==> src/rtl/mac_tx_arbiter_if.sv <==
// mac_tx_arbiter_if: UDP/TCP request ports and 32-bit AXIS master of the MAC transmit arbiter.
interface mac_tx_arbiter_if;
  logic         udp_valid;
  logic         udp_ready;
  logic [511:0] udp_data;
  logic [15:0]  udp_len;
  logic         tcp_valid;
  logic         tcp_ready;
  logic [511:0] tcp_data;
  logic [15:0]  tcp_len;
  logic         m_tvalid;
  logic         m_tready;
  logic [31:0]  m_tdata;
  logic [3:0]   m_tkeep;
  logic [3:0]   m_tstrb;
  logic         m_tlast;
  logic [3:0]   m_tid;
  logic         busy;
  logic [15:0]  pkt_count;
  modport slave (
    input  udp_valid, udp_data, udp_len, tcp_valid, tcp_data, tcp_len, m_tready,
    output udp_ready, tcp_ready, m_tvalid, m_tdata, m_tkeep, m_tstrb, m_tlast, m_tid, busy, pkt_count
  );
  modport master (
    output udp_valid, udp_data, udp_len, tcp_valid, tcp_data, tcp_len, m_tready,
    input  udp_ready, tcp_ready, m_tvalid, m_tdata, m_tkeep, m_tstrb, m_tlast, m_tid, busy, pkt_count
  );
endinterface

==> src/rtl/mac_tx_arbiter.sv <==
// mac_tx_arbiter: packet-level round-robin between UDP and TCP, serializing a 512-bit payload into 32-bit AXIS beats.
module mac_tx_arbiter (
  input  logic             clock,
  input  logic             reset,
  mac_tx_arbiter_if.slave  bus
);
  typedef enum logic {IDLE, SEND} state_t;
  state_t       state_q;
  logic         ptr_q, tid_q, valid_q;
  logic [511:0] data_q;
  logic [3:0]   idx_q, last_q;
  logic [1:0]   rem_q;
  logic [15:0]  pkt_q;
  logic         pick_tcp, accept, fire, at_last;
  logic [15:0]  len_d;
  logic [6:0]   clamp_d;
  always_comb begin
    pick_tcp = bus.tcp_valid && (!bus.udp_valid || ptr_q);
    accept   = state_q == IDLE && (bus.udp_valid || bus.tcp_valid);
    len_d    = pick_tcp ? bus.tcp_len : bus.udp_len;
    clamp_d  = len_d > 16'd64 ? 7'd64 : len_d[6:0];
    at_last  = idx_q == last_q;
    fire     = valid_q && bus.m_tready;
  end
  assign bus.udp_ready = accept && !pick_tcp;
  assign bus.tcp_ready = accept && pick_tcp;
  assign bus.m_tvalid  = valid_q;
  // Payload shifts down one beat per handshake, so the current beat is always the low word.
  assign bus.m_tdata   = data_q[31:0];
  assign bus.m_tkeep   = !valid_q ? 4'h0 : !at_last || rem_q == 2'd0 ? 4'hF :
                         rem_q == 2'd1 ? 4'h1 : rem_q == 2'd2 ? 4'h3 : 4'h7;
  assign bus.m_tstrb   = bus.m_tkeep;
  assign bus.m_tlast   = valid_q && at_last;
  assign bus.m_tid     = {3'b000, tid_q};
  assign bus.busy      = state_q == SEND;
  assign bus.pkt_count = pkt_q;
  always_ff @(posedge clock) begin
    if (reset) begin
      state_q <= IDLE;
      ptr_q   <= 1'b0;
      tid_q   <= 1'b0;
      valid_q <= 1'b0;
      data_q  <= '0;
      idx_q   <= '0;
      last_q  <= '0;
      rem_q   <= '0;
      pkt_q   <= '0;
    end else if (state_q == IDLE) begin
      if (accept && clamp_d == 7'd0) ptr_q <= !ptr_q;
      else if (accept) begin
        state_q <= SEND;
        valid_q <= 1'b1;
        data_q  <= pick_tcp ? bus.tcp_data : bus.udp_data;
        tid_q   <= pick_tcp;
        idx_q   <= '0;
        last_q  <= 4'((clamp_d - 7'd1) >> 2);
        rem_q   <= clamp_d[1:0];
      end
    end else if (fire) begin
      if (at_last) begin
        state_q <= IDLE;
        valid_q <= 1'b0;
        pkt_q   <= pkt_q + 16'd1;
        ptr_q   <= !tid_q;
      end else begin
        idx_q  <= idx_q + 4'd1;
        data_q <= data_q >> 32;
      end
    end
  end
endmodule

==> src/flat_wrapper.sv <==
// flat-port wrapper written by rule: the top's interface ports become plain ports
module mac_tx_arbiter_flat 
  (clock, reset, bus_udp_valid, bus_udp_data, bus_udp_len, bus_tcp_valid, bus_tcp_data, bus_tcp_len, bus_m_tready, bus_udp_ready, bus_tcp_ready, bus_m_tvalid, bus_m_tdata, bus_m_tkeep, bus_m_tstrb, bus_m_tlast, bus_m_tid, bus_busy, bus_pkt_count);
  mac_tx_arbiter_if bus_i ();
  input  logic clock;
  input  logic reset;
  input wire logic [$bits(bus_i.udp_valid)-1:0] bus_udp_valid;
  input wire logic [$bits(bus_i.udp_data)-1:0] bus_udp_data;
  input wire logic [$bits(bus_i.udp_len)-1:0] bus_udp_len;
  input wire logic [$bits(bus_i.tcp_valid)-1:0] bus_tcp_valid;
  input wire logic [$bits(bus_i.tcp_data)-1:0] bus_tcp_data;
  input wire logic [$bits(bus_i.tcp_len)-1:0] bus_tcp_len;
  input wire logic [$bits(bus_i.m_tready)-1:0] bus_m_tready;
  output wire logic [$bits(bus_i.udp_ready)-1:0] bus_udp_ready;
  output wire logic [$bits(bus_i.tcp_ready)-1:0] bus_tcp_ready;
  output wire logic [$bits(bus_i.m_tvalid)-1:0] bus_m_tvalid;
  output wire logic [$bits(bus_i.m_tdata)-1:0] bus_m_tdata;
  output wire logic [$bits(bus_i.m_tkeep)-1:0] bus_m_tkeep;
  output wire logic [$bits(bus_i.m_tstrb)-1:0] bus_m_tstrb;
  output wire logic [$bits(bus_i.m_tlast)-1:0] bus_m_tlast;
  output wire logic [$bits(bus_i.m_tid)-1:0] bus_m_tid;
  output wire logic [$bits(bus_i.busy)-1:0] bus_busy;
  output wire logic [$bits(bus_i.pkt_count)-1:0] bus_pkt_count;
  assign bus_i.udp_valid = bus_udp_valid;
  assign bus_i.udp_data = bus_udp_data;
  assign bus_i.udp_len = bus_udp_len;
  assign bus_i.tcp_valid = bus_tcp_valid;
  assign bus_i.tcp_data = bus_tcp_data;
  assign bus_i.tcp_len = bus_tcp_len;
  assign bus_i.m_tready = bus_m_tready;
  assign bus_udp_ready = bus_i.udp_ready;
  assign bus_tcp_ready = bus_i.tcp_ready;
  assign bus_m_tvalid = bus_i.m_tvalid;
  assign bus_m_tdata = bus_i.m_tdata;
  assign bus_m_tkeep = bus_i.m_tkeep;
  assign bus_m_tstrb = bus_i.m_tstrb;
  assign bus_m_tlast = bus_i.m_tlast;
  assign bus_m_tid = bus_i.m_tid;
  assign bus_busy = bus_i.busy;
  assign bus_pkt_count = bus_i.pkt_count;
  mac_tx_arbiter u_core (.clock(clock), .reset(reset), .bus(bus_i));
endmodule
==> config.mk <==
export PLATFORM = sky130hd
export DESIGN_NAME = mac_tx_arbiter_flat
export DESIGN_NICKNAME = d
export VERILOG_FILES = /design/src/rtl/mac_tx_arbiter_if.sv /design/src/rtl/mac_tx_arbiter.sv /design/src/flat_wrapper.sv
export SDC_FILE = /design/constraint.sdc
export NUM_CORES = 2
export LEC_CHECK = 0
export ABC_AREA = 1
export BUFFER_PORTS_ARGS = -buffer_cell sky130_fd_sc_hd__buf_4
export CAP_MARGIN = 20
export CORE_AREA = 2 2 440 442
export CTS_CLUSTER_SIZE = 25
export DETAILED_ROUTE_END_ITERATION = 6
export DIE_AREA = 0 0 442 444
export GPL_ROUTABILITY_DRIVEN = 0
export PLACE_DENSITY = 0.38
export SLEW_MARGIN = 40
export SYNTH_ARGS = -nofsm -noshare
export SYNTH_HDL_FRONTEND = slang
export SYNTH_SLANG_ARGS = --single-unit
export TNS_END_PERCENT = 30
==> constraint.sdc <==
create_clock -name clock -period 3.7 [get_ports clock]
set_input_delay 0.185 -clock clock [delete_from_list [all_inputs] [get_ports clock]]
set_output_delay 0.185 -clock clock [all_outputs]
set_load 0.01 [all_outputs]
**Yosys cells after proc, flatten, opt, wreduce, memory -nomap -nowiden**

Index checks and enable logic that the tools add are counted.

- Output and inout port bits: 65
- Register bits after elaboration: 542
- Bits of input ports: 1061

- Order comparisons: 1
- Equality and inequality tests: 7
- Reductions and logical operators: 24
- Muxes and demuxes: 31
- Bitwise logic cells: 2
- Add/subtract/negate cells: 3

Operators with widths:

| cell | count |
|---|---|
| $mux 512 | 6 |
| $mux 4 | 8 |
| $add 16x1->16 const B | 1 |
| $gt 16x7->1 const B | 1 |
| $mux 16 | 1 |
| $mux 1 | 14 |
| $reduce_and 3->1 | 3 |
| $reduce_and 4->1 | 2 |
| $logic_and 1x1->1 | 7 |
| $logic_not 7->1 | 1 |
| $mux 7 | 1 |
| $ne 2x2->1 const B | 3 |
| $sub 6x1->6 const B | 1 |
| $logic_not 1->1 | 5 |
| $add 4x1->4 const B | 1 |
| $eq 4x4->1 | 1 |
| $reduce_bool 2->1 | 2 |
| $logic_or 1x1->1 | 3 |
| $mux 3 | 1 |
| $eq 2x1->1 const B | 1 |
| $eq 2x2->1 const B | 1 |
| $logic_not 2->1 | 1 |
| $ne 2x1->1 const B | 1 |
| $not 1->1 | 2 |

**Depth between registers and ports, before layout**

- Depth after elaboration: 10
- Gate-level depth with buffers: 19
- Depth with buffers taken out: 16

**Worst setup path after synthesis**

Ideal clock, no wire load.

- Kind: register -> register
- Start: register u_core.ptr_q
- End: register u_core.data_q[404]
- Setup time: 0.064 ns
- Path buffers: 4
- Arrival time: 2.087 ns
- Path slack: 1.549 ns
- Stages on the path, launching flop included: 18
- Data required time: 3.636 ns
- Cells stage by stage: dfxtp_1 > inv_2 > nand2_2 > nand2_1 > buf_4 > or2_1 > o21ai_2 > nand2_1 > nand2_2 > o211ai_2 > nand4_4 > nand3_2 > buf_6 > buf_6 > buf_4 > nand2_1 > inv_1 > nor2_1

- Word-level cells in the longest chain between the ends: 9
- Elaborated cells on any way between the ends: 13
- Those cells by class: order compare (1); eq/ne (1); mux (6); reduce/logical (5)

RTL lines:

| item | RTL line | text |
|---|---|---|
| from (decl) | mac_tx_arbiter.sv:9 | `logic ptr_q, tid_q, valid_q;` |
| from (signal assigned) | mac_tx_arbiter.sv:49 | `if (accept && clamp_d == 7'd0) ptr_q <= !ptr_q;` |
| from (signal assigned) | mac_tx_arbiter.sv:64 | `ptr_q <= !tid_q;` |
| $logic_or 1x1->1 * | mac_tx_arbiter.sv:18 | `pick_tcp = bus.tcp_valid && (!bus.udp_valid \|\| ptr_q);` |
| $logic_and 1x1->1 * | mac_tx_arbiter.sv:18 |  |
| $mux 16 | mac_tx_arbiter.sv:20 | `len_d = pick_tcp ? bus.tcp_len : bus.udp_len;` |
| $gt 16x7->1 | mac_tx_arbiter.sv:21 | `clamp_d = len_d > 16'd64 ? 7'd64 : len_d[6:0];` |
| $mux 7 | mac_tx_arbiter.sv:21 |  |
| $logic_not 7->1 | mac_tx_arbiter.sv:49 |  |
| $logic_and 1x1->1 | mac_tx_arbiter.sv:49 |  |
| $ne 2x1->1 (no source line) | - |  |
| $reduce_and 4->1 (no source line) | - |  |
| to (signal assigned) | mac_tx_arbiter.sv:53 | `data_q <= pick_tcp ? bus.tcp_data : bus.udp_data;` |
| to (signal assigned) | mac_tx_arbiter.sv:67 | `data_q <= data_q >> 32;` |
| to (decl) | mac_tx_arbiter.sv:10 | `logic [511:0] data_q;` |

Every way passes the cells marked *; elsewhere a longest branch is shown, timed or not. The select of a mux whose other input is x is not followed.
A chain may end at the register's enable or synchronous reset.

**Final worst setup path**

- Start: register u_core.ptr_q
- End: register u_core.data_q[482]

The elaborated chain is that of the path after synthesis.

==> results.yml <==
yosys:
  ys_ff_latch: 542
  synth_top_area_share_pct: 30.3
  syn_area_per_cell_um2: 5.66
  ys_seq_area_share_pct: 30.3
  synth_edf_count: 0
  synthAdderAreaFrac_pct: 0.140
  synth_xor_area_share_pct: 0.147
  synth_compound_area_share_pct: 7.86
  ys.flop_type: "dfxtp_1"
  netlist_instances: 6331
  muxShareOfSynthArea_pct: 0
  yosysWarnings: 0
  async_flop_share_pct: 0
  syn-cell-area_um2: 35800
  netlist.top_cell.by_area: "dfxtp_1"
  synth_cell_types: 34
  synth_top_family_by_area: "simple AND/OR/NAND/NOR gates"
  yosys.area_share.simple_pct: 43.9
  synthTopCellsByArea: "dfxtp_1, nand2_1, inv_1"
power:
  p_per_area_nw_per_um2: 422
  ir_drop_mv: 0.304
  leakage_nw: 26.8
  power_mw: 21.5
drt:
  drt-total-wl_um: 198000
  via_per_inst: 4.28
  vias: 42300
  ant_nets: 0
  firstDrtPassIters: 5
  wl_per_cell_um: 20.0
  drc: 0
  drt_iter0_drc: 3033
cts:
  cts_setup_buffers: 0
  cts_htree_levels: 3
  clock-sinks: 542
  tritoncts: "yes"
  clockRootBuffer: "clkbuf_16"
  worstSkewPairLatency_ns: 0.68
  cts_buffers: 78
  cts.clk_slew.worst_paths_ns: 0.06
  clk_path_buf_depth: 3
sta:
  finalClockSkew_ns: 0.0234
  fin_hold_ws_ns: 0.0506
  maxSlewHeadroom_pct: 34.7
  max_freq_mhz: 300
  worst_pin_slew_ns: 0.979
  layout_setup_ws_ns: 0.369
  final-hold-violation-count: 0
  maxSlewViolCount: 0
  rsz0062_at_grt: "false"
  setup_viol: 0
  setup_tns_ns: 0
  min_period_over_period_pct: 90.0
  min_period_ns: 3.33
setup_path:
  worstPathMaxFanout: 57
  crit_type: "reg -> reg"
  rr_startpoint: "u_core.ptr_q"
  r2r_slack_ns: 0.37
  worstSetupEndpointType: "register"
  rr_worst_depth: 17
  startpoint: "u_core.ptr_q"
  r2r-end: "u_core.data_q[482]"
  required_ns: 4.32
  critPathArrivalTime_ns: 3.95
  endpoint: "u_core.data_q[482]"
  start_kind: "register"
layout:
  final_util_pct: 26.6
  drive_above_1_share_pct: 20.4
  num-nets-final: 8355
  fin_area_um2: 50900
  synthToLayoutAreaGrowth_pct: 42.0
  finalNonFillerCells: 9893
global_route:
  overflow: 0
  grt_pass1_wl_um: 283000
  first_global_vias: 41100
  grt_start_max_net_pins: 176
  grtUsageTotal_pct: 19.3
  antenna_found_initial: 58
place:
  dp_hpwl_um: 146000
  placed_area_um2: 45900
  dp_cells: 9508
  numPortBuffers: 1122
  preCtsSetupSlack_ns: 0.652
outcome:
  status: "completed"
floorplanning:
  start_util_pct: 18.7
  core-area_um2: 192000
  dieArea_um2: 196000
  dieHeight_um: 444
  ioPinCount: 1126
  rows: 161
  die_x_um: 442
min_path:
  hold_path_startpoint: "bus_tcp_data[378]"
  hp-class: "in -> reg"
run:
  cap_violations: 0
[layer usage]
metal | track usage, % | up-vias | part of all wire (%)
li1 | - | 21600 | -
met1 | 24.0 | 19400 | 43
met2 | 34.5 | 1031 | 50
met3 | 2.95 | 246 | 4.4
met4 | 4.69 | 20 | 2.4
met5 | 0 | - | 0.066
[worst min-delay path by stage]
stage	endpoint	slack, ns	depth (start not counted)
3_5_place_dp	u_core.data_q[492]	0.45	2
6_report	u_core.data_q[378]	0.05	7
4_1_cts	u_core.data_q[28]	0.0004	7
5_1_grt	u_core.data_q[253]	0.03	7
2_1_floorplan	u_core.data_q[480]	0.42	4
3_3_place_gp	u_core.data_q[502]	0.45	2
[critical path, stage by stage, from the launching register on]
cell and delay (ns):
dfxtp_1 0.34, inv_2 0.05, nand2_2 0.14, nand2_4 0.19, inv_8 0.19, nand2_1 0.06
nand2_1 0.11, nor2_1 0.06, nand2_1 0.07, nand2_2 0.07, o211ai_2 0.14, nand4_4 0.28
nand3_4 0.25, buf_12 0.19, buf_12 0.27, nand2_1 0.09, a21oi_1 0.14, dlygate4sd3_1 0.57
[power by group]
part	leakage (nW)	internal [mW]	switching, mW	total, mW
combinational	21.0	2.67	3.96	6.63
clock	1.27	4.55	3.15	7.71
sequential	4.50	6.63	0.533	7.16
total	26.8	13.8	7.65	21.5
[area by class of cell]
cell class	count	area, um2
fillers	21900	141000
multi-input cells	4238	18700
repair buffers	1422	11800
flip-flops and latches	542	10900
inverters	1008	3810
well taps	2526	3160
clock buffers	116	2320
clock inverters	23	265
diodes	18	45.0
[kinds of logic (layout without fill, tap and decap cells)]
| group | after synthesis | count (layout) |
|---|---|---|
| AO/OA/AOI/OAI | 559 | 559 |
| adder cells (fa/ha/maj) | 4 | 4 |
| XOR/XNOR | 6 | 6 |
| other | 1 | 21 |
| flip-flops | 542 | 542 |
| buffers and inverters | 1553 | 2569 |
| AND/OR/NAND/NOR | 3666 | 3666 |
[flip-flops by register name, summed over array words and instances, names as in the netlist]
register and count:
u_core.last_q 4, u_core.bus.busy 1, u_core.rem_q 2, u_core.data_q 512, u_core.tid_q 1, u_core.bus.pkt_count 16
u_core.bus.m_tvalid 1, u_core.ptr_q 1, u_core.idx_q 4
[cell usage in the layout (no fill, tap or decap), types with 3 or more instances in the layout]
cell / instances
nor3_1: 12
inv_1: 850
dfxtp_1: 542
conb_1: 3
nand3_1: 491
buf_16: 4
a21oi_1: 53
clkinvlp_4: 3
nand4_1: 491
o21ai_0: 502
clkbuf_8: 20
diode_2: 18
nand2_2: 12
buf_4: 1156
bufinv_16: 3
nand2_1: 2125
nand3b_1: 5
clkbuf_1: 17
clkbuf_16: 79
xor2_1: 4
ha_1: 4
inv_2: 154
buf_12: 36
inv_8: 3
dlygate4sd3_1: 224
clkinv_2: 9
nor2_1: 517
[cell usage after synthesis, types with 2 or more instances]
cell type and number:
nor3_1 12, ha_1 4, nand3b_1 5, buf_1 76
inv_2 155, a21oi_1 53, inv_1 852, xnor2_1 2
buf_2 78, or2_1 2, o21ai_0 502, buf_4 44
o211ai_2 2, dfxtp_1 542, clkbuf_1 314, nor2_1 517
nand2_2 12, buf_6 31, nand2_1 2127, nor4_1 2
buf_8 2, xor2_1 4, nand4_1 491, nor3b_1 2
nand3_1 491
[what timing repair did]
action,CTS,global route
resized for setup,0,1
hold buffers,224,0
setup endpoints to repair,0,1
endpoints found under the hold margin,133,0
Power figures use the tool's default switching activity.
